--- config.mk ---
export PLATFORM = sky130hd
export DESIGN_NAME = std_sram_singleport_rwctrl
export DESIGN_NICKNAME = d
export VERILOG_FILES = /design/src/rtl/std_sram_singleport_rwctrl.sv
export SDC_FILE = /design/constraint.sdc
export NUM_CORES = 1
export LEC_CHECK = 0
export ABC_CLOCK_PERIOD_IN_PS = 2000
export BUFFER_PORTS_ARGS = -buffer_cell sky130_fd_sc_hd__buf_2
export CORE_AREA = 2 2 46 48
export DETAILED_ROUTE_END_ITERATION = 10
export DIE_AREA = 0 0 48 50
export PLACE_DENSITY_LB_ADDON = 0.15
export SLEW_MARGIN = 20
export SYNTH_ARGS = -nofsm -noshare
export SYNTH_HDL_FRONTEND = slang
export SYNTH_SLANG_ARGS = --single-unit
--- constraint.sdc ---
create_clock -name clk -period 2 [get_ports clk]
set_clock_uncertainty 0.1 [all_clocks]
set_input_delay 0.4 -clock clk [delete_from_list [all_inputs] [get_ports clk]]
set_output_delay 0.4 -clock clk [all_outputs]
set_load 0.01 [all_outputs]
--- src/rtl/std_sram_singleport_rwctrl.sv ---
// Read/write request controller for a single-port SRAM whose read data
// passes through an output register (DFF on output). Reads are issued in
// request order, the SRAM is kept reading for one extra cycle so the output
// register captures the data, and read data is buffered in a 4-entry FIFO.
// The FIFO is protected by credits, so back-pressure on rsp_ready never
// loses data.
//
// Handshake semantics (both channels): a transfer happens in a cycle where
// valid=1 and ready=1 are sampled on the same rising clk edge. A producer
// holding valid=1 keeps its payload stable until the transfer. req_ready
// depends on req_we and on registered state only. It never depends on
// rsp_ready.
module std_sram_singleport_rwctrl #(
   parameter int ADDR_WIDTH = 1,
   parameter int DATA_WIDTH = 1
) (
   input  logic                  clk,
   input  logic                  reset,
   input  logic                  req_valid,
   output logic                  req_ready,
   input  logic                  req_we,
   input  logic [ADDR_WIDTH-1:0] req_addr,
   input  logic [DATA_WIDTH-1:0] req_wdata,
   output logic                  rsp_valid,
   input  logic                  rsp_ready,
   output logic [DATA_WIDTH-1:0] rsp_rdata,
   output logic                  sram_regrst,
   output logic                  sram_en,
   output logic                  sram_we,
   output logic [ADDR_WIDTH-1:0] sram_addr,
   output logic [DATA_WIDTH-1:0] sram_din,
   input  logic [DATA_WIDTH-1:0] sram_dout
);

   localparam int DEPTH = 4;

   // Read pipeline: rd_s1 = a read was issued last cycle,
   // rd_s2 = a read was issued two cycles ago (its data is on sram_dout now).
   logic                  rd_s1;
   logic                  rd_s2;
   logic [ADDR_WIDTH-1:0] rd_addr_q;

   // Response FIFO
   logic [DATA_WIDTH-1:0] fifo_mem [DEPTH];
   logic [1:0]            wr_ptr;
   logic [1:0]            rd_ptr;
   logic [2:0]            count;

   logic [2:0]            pending;
   logic                  credit_ok;
   logic                  accept;
   logic                  rd_accept;
   logic                  hold;
   logic                  push;
   logic                  pop;

   assign sram_regrst = reset;

   // Credit check: buffered entries plus reads still in the SRAM pipeline,
   // taken from registers only so the consumer side cannot reach req_ready.
   always_comb begin
      pending   = count + {2'b00, rd_s1} + {2'b00, rd_s2};
      credit_ok = (pending < 3'd4);
   end

   // Request acceptance: a write is refused in the cycle after a read issue
   // because that cycle must keep the SRAM reading. A read needs a free credit.
   always_comb begin
      req_ready = 1'b0;
      if (!reset) begin
         if (req_we) req_ready = ~rd_s1;
         else        req_ready = credit_ok;
      end
      accept    = req_valid & req_ready;
      rd_accept = accept & ~req_we;
      hold      = ~reset & rd_s1 & ~accept;
   end

   // SRAM drive: pass an accepted request straight through. Otherwise,
   // re-issue the previous read address so the output register loads.
   always_comb begin
      sram_en   = 1'b0;
      sram_we   = 1'b0;
      sram_addr = '0;
      sram_din  = '0;
      if (accept) begin
         sram_en   = 1'b1;
         sram_we   = req_we;
         sram_addr = req_addr;
         sram_din  = req_wdata;
      end else if (hold) begin
         sram_en   = 1'b1;
         sram_we   = 1'b0;
         sram_addr = rd_addr_q;
      end
   end

   // FIFO push/pop strobes and output view
   always_comb begin
      push      = rd_s2;
      rsp_valid = (count != 3'd0);
      pop       = rsp_valid & rsp_ready;
      rsp_rdata = fifo_mem[rd_ptr];
   end

   // Read pipeline tracking. Reset discards every read in flight.
   always_ff @(posedge clk) begin
      if (reset) begin
         rd_s1 <= 1'b0;
         rd_s2 <= 1'b0;
      end else begin
         rd_s1 <= rd_accept;
         rd_s2 <= rd_s1;
      end
   end

   // Remember the last read address for the hold cycle
   always_ff @(posedge clk) begin
      if (reset)          rd_addr_q <= '0;
      else if (rd_accept) rd_addr_q <= req_addr;
   end

   // FIFO pointers and occupancy. Pointers wrap modulo 4.
   always_ff @(posedge clk) begin
      if (reset) begin
         wr_ptr <= 2'd0;
         rd_ptr <= 2'd0;
         count  <= 3'd0;
      end else begin
         if (push) wr_ptr <= wr_ptr + 2'd1;
         if (pop)  rd_ptr <= rd_ptr + 2'd1;
         case ({push, pop})
            2'b10:   count <= count + 3'd1;
            2'b01:   count <= count - 3'd1;
            default: count <= count;
         endcase
      end
   end

   // FIFO storage: capture registered SRAM data two cycles after issue
   always_ff @(posedge clk) begin
      if (!reset && push) fifo_mem[wr_ptr] <= sram_dout;
   end

endmodule
After elaboration in Yosys (flattened, before gate mapping)

Memory sizes are Yosys's and may differ from the RTL's. A register that Yosys moved wholly into a read port is not among the register bits.
Cells that the tools add are included.

Flip-flop bits (word level): 10
RAM bits: 4
Input port bits: 8
Output and inout bits: 8
Logic and storage cells: 42
Memories kept: 1

$add $sub $neg: 6
$lt $le $gt $ge: 1
Equality and inequality tests: 2
Multiplexer cells: 13
Bitwise logic cells: 9
Reductions and logical operators: 4

Memories:

| memory   | depth | width | read ports | clocked after Yosys merged registers in | write ports | RTL line | RTL |
|---|---|---|---|---|---|---|---|
| fifo_mem | 4     | 1     | 1          | 1                                       | 1           | 44       | `logic [DATA_WIDTH-1:0] fifo_mem [DEPTH];` |

Operator list:

| kind                                                                | number |
|---|---|
| 1-bit 2-to-1 mux                                                    | 10 |
| 3-bit by 1-bit adder with 3-bit output                              | 2 |
| 3-bit one-hot mux with 2 select lines                               | 1 |
| 1-bit bitwise AND                                                   | 5 |
| 2-bit by 1-bit adder with 2-bit output (second input constant)      | 2 |
| 2-bit 2-to-1 mux                                                    | 2 |
| 1-bit inverter                                                      | 4 |
| 3-bit by 1-bit adder with 3-bit output (second input constant)      | 1 |
| 3-bit less-than comparator (second input constant)                  | 1 |
| 3-bit nonzero test                                                  | 1 |
| 3-bit by 1-bit subtractor with 3-bit output (second input constant) | 1 |
| 2-bit by 1-bit == test with 1-bit output (second input constant)    | 1 |
| 2-bit == test (second input constant)                               | 1 |
| 2-bit nonzero test                                                  | 1 |
| 1-bit logical AND                                                   | 1 |
| 1-bit logical NOT                                                   | 1 |

Longest topological paths before layout

Depth in word-level cells: 10
Mapped depth: 8
Depth with buffers taken out: 7

Worst setup path after synthesis

OpenSTA, ideal clock, no wires.

Path kind: register to register
Start: register count[2]
End: register count[2]
Library setup time: 71 ps
Data arrival time: 1786 ps
Required time: 1829 ps
Path slack: 43 ps
Cell stages (with the launch flop): 9
Buffers on the path: 1
Period minus slack after synthesis: 1957 ps
Path through: dfxtp_1 buf_2 o31a_1 ha_1 inv_1 fa_1 xor2_1 or3_1 a21oi_1

Longest elaborated chain between the ends: 4
Elaborated cells on any way between the ends: 8
Those cells by class: add/sub (2); eq/ne (2); mux (1); bitwise (1); reduce/logical (2)

RTL lines:

| item                                                                               | RTL line | RTL |
|---|---|---|
| start: declaration                                                                 | 47       | `logic [2:0] count;` |
| start signal: assignment                                                           | 133      | `2'b10: count <= count + 3'd1;` |
| start signal: assignment                                                           | 134      | `2'b01: count <= count - 3'd1;` |
| start signal: assignment                                                           | 135      | `default: count <= count;` |
| 3-bit nonzero test                                                                 | 101      | `rsp_valid = (count != 3'd0);` |
| 1-bit bitwise AND                                                                  | 102      | `pop = rsp_valid & rsp_ready;` |
| 2-bit by 1-bit == test with 1-bit output / 2-bit == test (equally long branches)   | 132      | `case ({push, pop})` |
| 3-bit one-hot mux with 2 select lines / 2-bit nonzero test (equally long branches) | --       |  |

Several ways; a longest one is shown, not always the timed one.
A chain may end at the register's enable or synchronous reset.

Final worst setup path

Start: register count[0]
End: output sram_addr

Longest elaborated chain between the ends: 10

RTL lines:

| item                                                  | RTL line | RTL |
|---|---|---|
| 3-bit by 1-bit adder with 3-bit output * (2 in a row) | 62       | `pending = count + {2'b00, rd_s1} + {2'b00, rd_s2};` |
| 3-bit less-than comparator *                          | 63       | `credit_ok = (pending < 3'd4);` |
| 1-bit 2-to-1 mux *                                    | 71       | `if (req_we) req_ready = ~rd_s1;` |
| 1-bit 2-to-1 mux *                                    | 70       | `if (!reset) begin` |
| 1-bit bitwise AND *                                   | 74       | `accept = req_valid & req_ready;` |
| 1-bit inverter                                        | 76       | `hold = ~reset & rd_s1 & ~accept;` |
| 1-bit bitwise AND                                     | 76       |  |
| 1-bit 2-to-1 mux                                      | 91       | `end else if (hold) begin` |
| 1-bit 2-to-1 mux *                                    | 86       | `if (accept) begin` |
| end: declaration                                      | 30       | `output logic [ADDR_WIDTH-1:0] sram_addr,` |

Every way passes the cells marked *; elsewhere a longest branch is shown, timed or not.

==> metrics <==
first-pass GRT wire length 2590 um; Clk pin slew, worst setup/hold paths 0.09 ns; first drt pass iteration count 4; Die Wd 48 um; PD cells 701 nW/um^2; Max VDD drop 378 uV; fmax 448 MHz; CTS tree yes; delay-heaviest family, CP compound AO/OA/AOI/OAI gates; Distinct cells, synth 27; Routed Antenna Nets 0; largest net degree at the start of global routing 16; total CTS buffers 3; Ys Warns 0; Avg Inst Size Synth 9.70 um^2; initial cell density of the core 0.449; Area Growth Syn to Fin 25.4%; Final WS setup -0.234 ns; leading area contributor after synthesis dfxtp_1; post-synthesis register bit count 16; RSZ-0062 raised after global routing true; IO buf count 15; initial DRC count 16; sequential-to-total area share from yosys stat 0.422; Setup-failing EPs final 3; Hold Slack 0.237 ns; clock sinks 16; buffers and inverters on the worst path 1; Final GP Congestion 0.716; Max-Cap Viols 0; failing checks negative setup slack; core area 1900 um^2; Placed Instances 133; async set-reset flop share out of synthesis 0; crit-path cells ha_4 -> a21o_1 -> and4b_1 -> a211oi_2 -> o32ai_1 -> buf_2; fraction of layout instances using a drive strength above 1 0.336; Die Y 50 um; vias 666; # rows 16; slew margin rel. 0.815; final WL 1530 um; H-tree levels 1; I/O pin cnt 16; vias in the first global route 632; nets@finish 129; Post-Syn Area 853 um^2; Worst Max-Slew Pin Slew 0.275 ns; fin. max-slew vios 0; GRT Total Usage 0.148; CP max-delay cell dfxtp_2; startpoint types flip-flop; crit path max fanout 3; min Tclk post-route 2.23 ns; Mapped Nets 103; DRC Markers 0; Hold Crit Class in2reg; clk root buf clkbuf_4; Clk Latency, worst-skew pair 0.28 ns; Layout Cells excl Fill 140; Crit. End Element primary output; Via density 4.76; Syn Inst Count 88; number of enable flip-flop cells after synthesis 4; Max clock buf depth 2; initial antenna violation count 0; crit path kind reg2out; final worst-path cycle share 1.12; Worst Path Arrival 1.73 ns; status finished, violations left; Fill cells 174; ranking of synthesized cells by area dfxtp_1 (28%), edfxtp_1 (14%), ha_1 (8.8%); CP required 1.50 ns; Hold Vio Cnt, Final 0; post-DR wirelength/cell 10.9 um; GRT overflow 0; die area 2400 um^2; CP peak stage delay 0.35 ns; ANT cells 0; top_reg_cell synth dfxtp_1; hpwl dp 1150 um; Static Leak 0.456 nW; Setup TNS -0.497 ns; Synth top area share 0.282
-- layer usage --
metal	GRT usage	up-vias	share of wire	routed length, um
li1	-	342	-	-
met1	0.194	307	0.44	673
met2	0.238	15	0.51	786
met3	0.0330	2	0.037	57
met4	0.0405	0	0.0091	14
met5	0	-	0	0
-- synth_stat cells (2+ instances only) --
library cell	number
or3_1	2
buf_2	2
dfxtp_1	12
nand2b_1	5
edfxtp_1	4
a21oi_1	4
inv_1	8
xor2_1	4
ha_1	6
and2_1	4
xnor2_1	2
o21ai_0	3
nor2_1	13
mux2i_1	2
nand2_1	3
a211oi_2	2
a21o_1	2
-- worst reg2reg max path: stages, from the launching register on --
cell	delay, ns
dfxtp_2	0.37
buf_6	0.10
o31a_1	0.15
ha_2	0.20
inv_2	0.04
fa_2	0.33
xor2_1	0.15
or3_1	0.32
a21oi_2	0.13
-- logic make-up after synthesis --
group	share of synthesized area
XOR/XNOR	0.0616
flip-flops	0.422
adder cells (fa/ha/maj)	0.111
AND/OR/NAND/NOR	0.177
multiplexers	0.0499
AO/OA/AOI/OAI	0.117
buffers and inverters	0.0601
-- metrics by stage --
step	area, um^2	utilization	power (mW)	setup slack [ns]
floorplan	853	-	0.488	0.0430
global placement	993	0.522	0.551	0.00999
detailed placement	993	0.522	0.556	-0.0215
CTS	1050	0.552	0.744	-0.256
global route	1070	0.563	0.806	-0.359
finish	1070	0.563	0.750	-0.234
-- path summary, 6_finish.rpt --
path / startpoint / end / slack (ns) / cells after the start
hold reg to reg: rd_addr_q / rd_addr_q / 0.38 / 2
setup / recovery: count[0] / sram_addr / -0.23 / 6
setup reg to reg: count[0] / count[2] / 0.06 / 8
hold / removal: sram_dout / fifo_mem[3] / 0.24 / 1
-- power breakdown --
part	switching (mW)	internal [mW]
registers	0.0164	0.355
clock network	0.0985	0.0722
logic	0.0980	0.110
total	0.213	0.537
-- what timing repair did --
| item | CTS | global route |
|---|---|---|
| pin swaps | 6 | 4 |
| hold buffers | 0 | 0 |
| resized for setup | 3 | 6 |
| setup buffers | 2 | 1 |
| endpoints found under the setup margin | 3 | 5 |
-- layout make-up --
cell class / instances / area, um^2 / area share
Multi-Input combinational cell: 60 / 463 / 0.433
Clock buffer: 3 / 22.5 / 0.0211
Tap cell: 27 / 33.8 / 0.0316
Timing Repair Buffer: 25 / 154 / 0.144
Sequential cell: 16 / 363 / 0.339
Clock inverter: 1 / 3.75 / 0.00351
Inverter: 8 / 30.0 / 0.0281
-- cells in the final DEF, fill, tap and decap left out, types with 2 or more instances in the layout --
| cell type | Yosys | routed |
|---|---|---|
| buf_2 | 2 | 15 |
| nor2_1 | 13 | 13 |
| dfxtp_1 | 12 | 10 |
| buf_4 | 1 | 9 |
| inv_1 | 8 | 7 |
| nand2b_1 | 5 | 5 |
| and2_1 | 4 | 4 |
| xor2_1 | 4 | 4 |
| ha_1 | 6 | 4 |
| edfxtp_1 | 4 | 4 |
| nand2_1 | 3 | 3 |
| a21oi_1 | 4 | 3 |
| clkbuf_4 | 0 | 3 |
| or3_1 | 2 | 2 |
| o21ai_0 | 3 | 2 |
| a21o_1 | 2 | 2 |
| a211oi_2 | 2 | 2 |
| xnor2_1 | 2 | 2 |
| mux2i_1 | 2 | 2 |
| dfxtp_2 | 0 | 2 |
(Power assumes the default switching activity.)
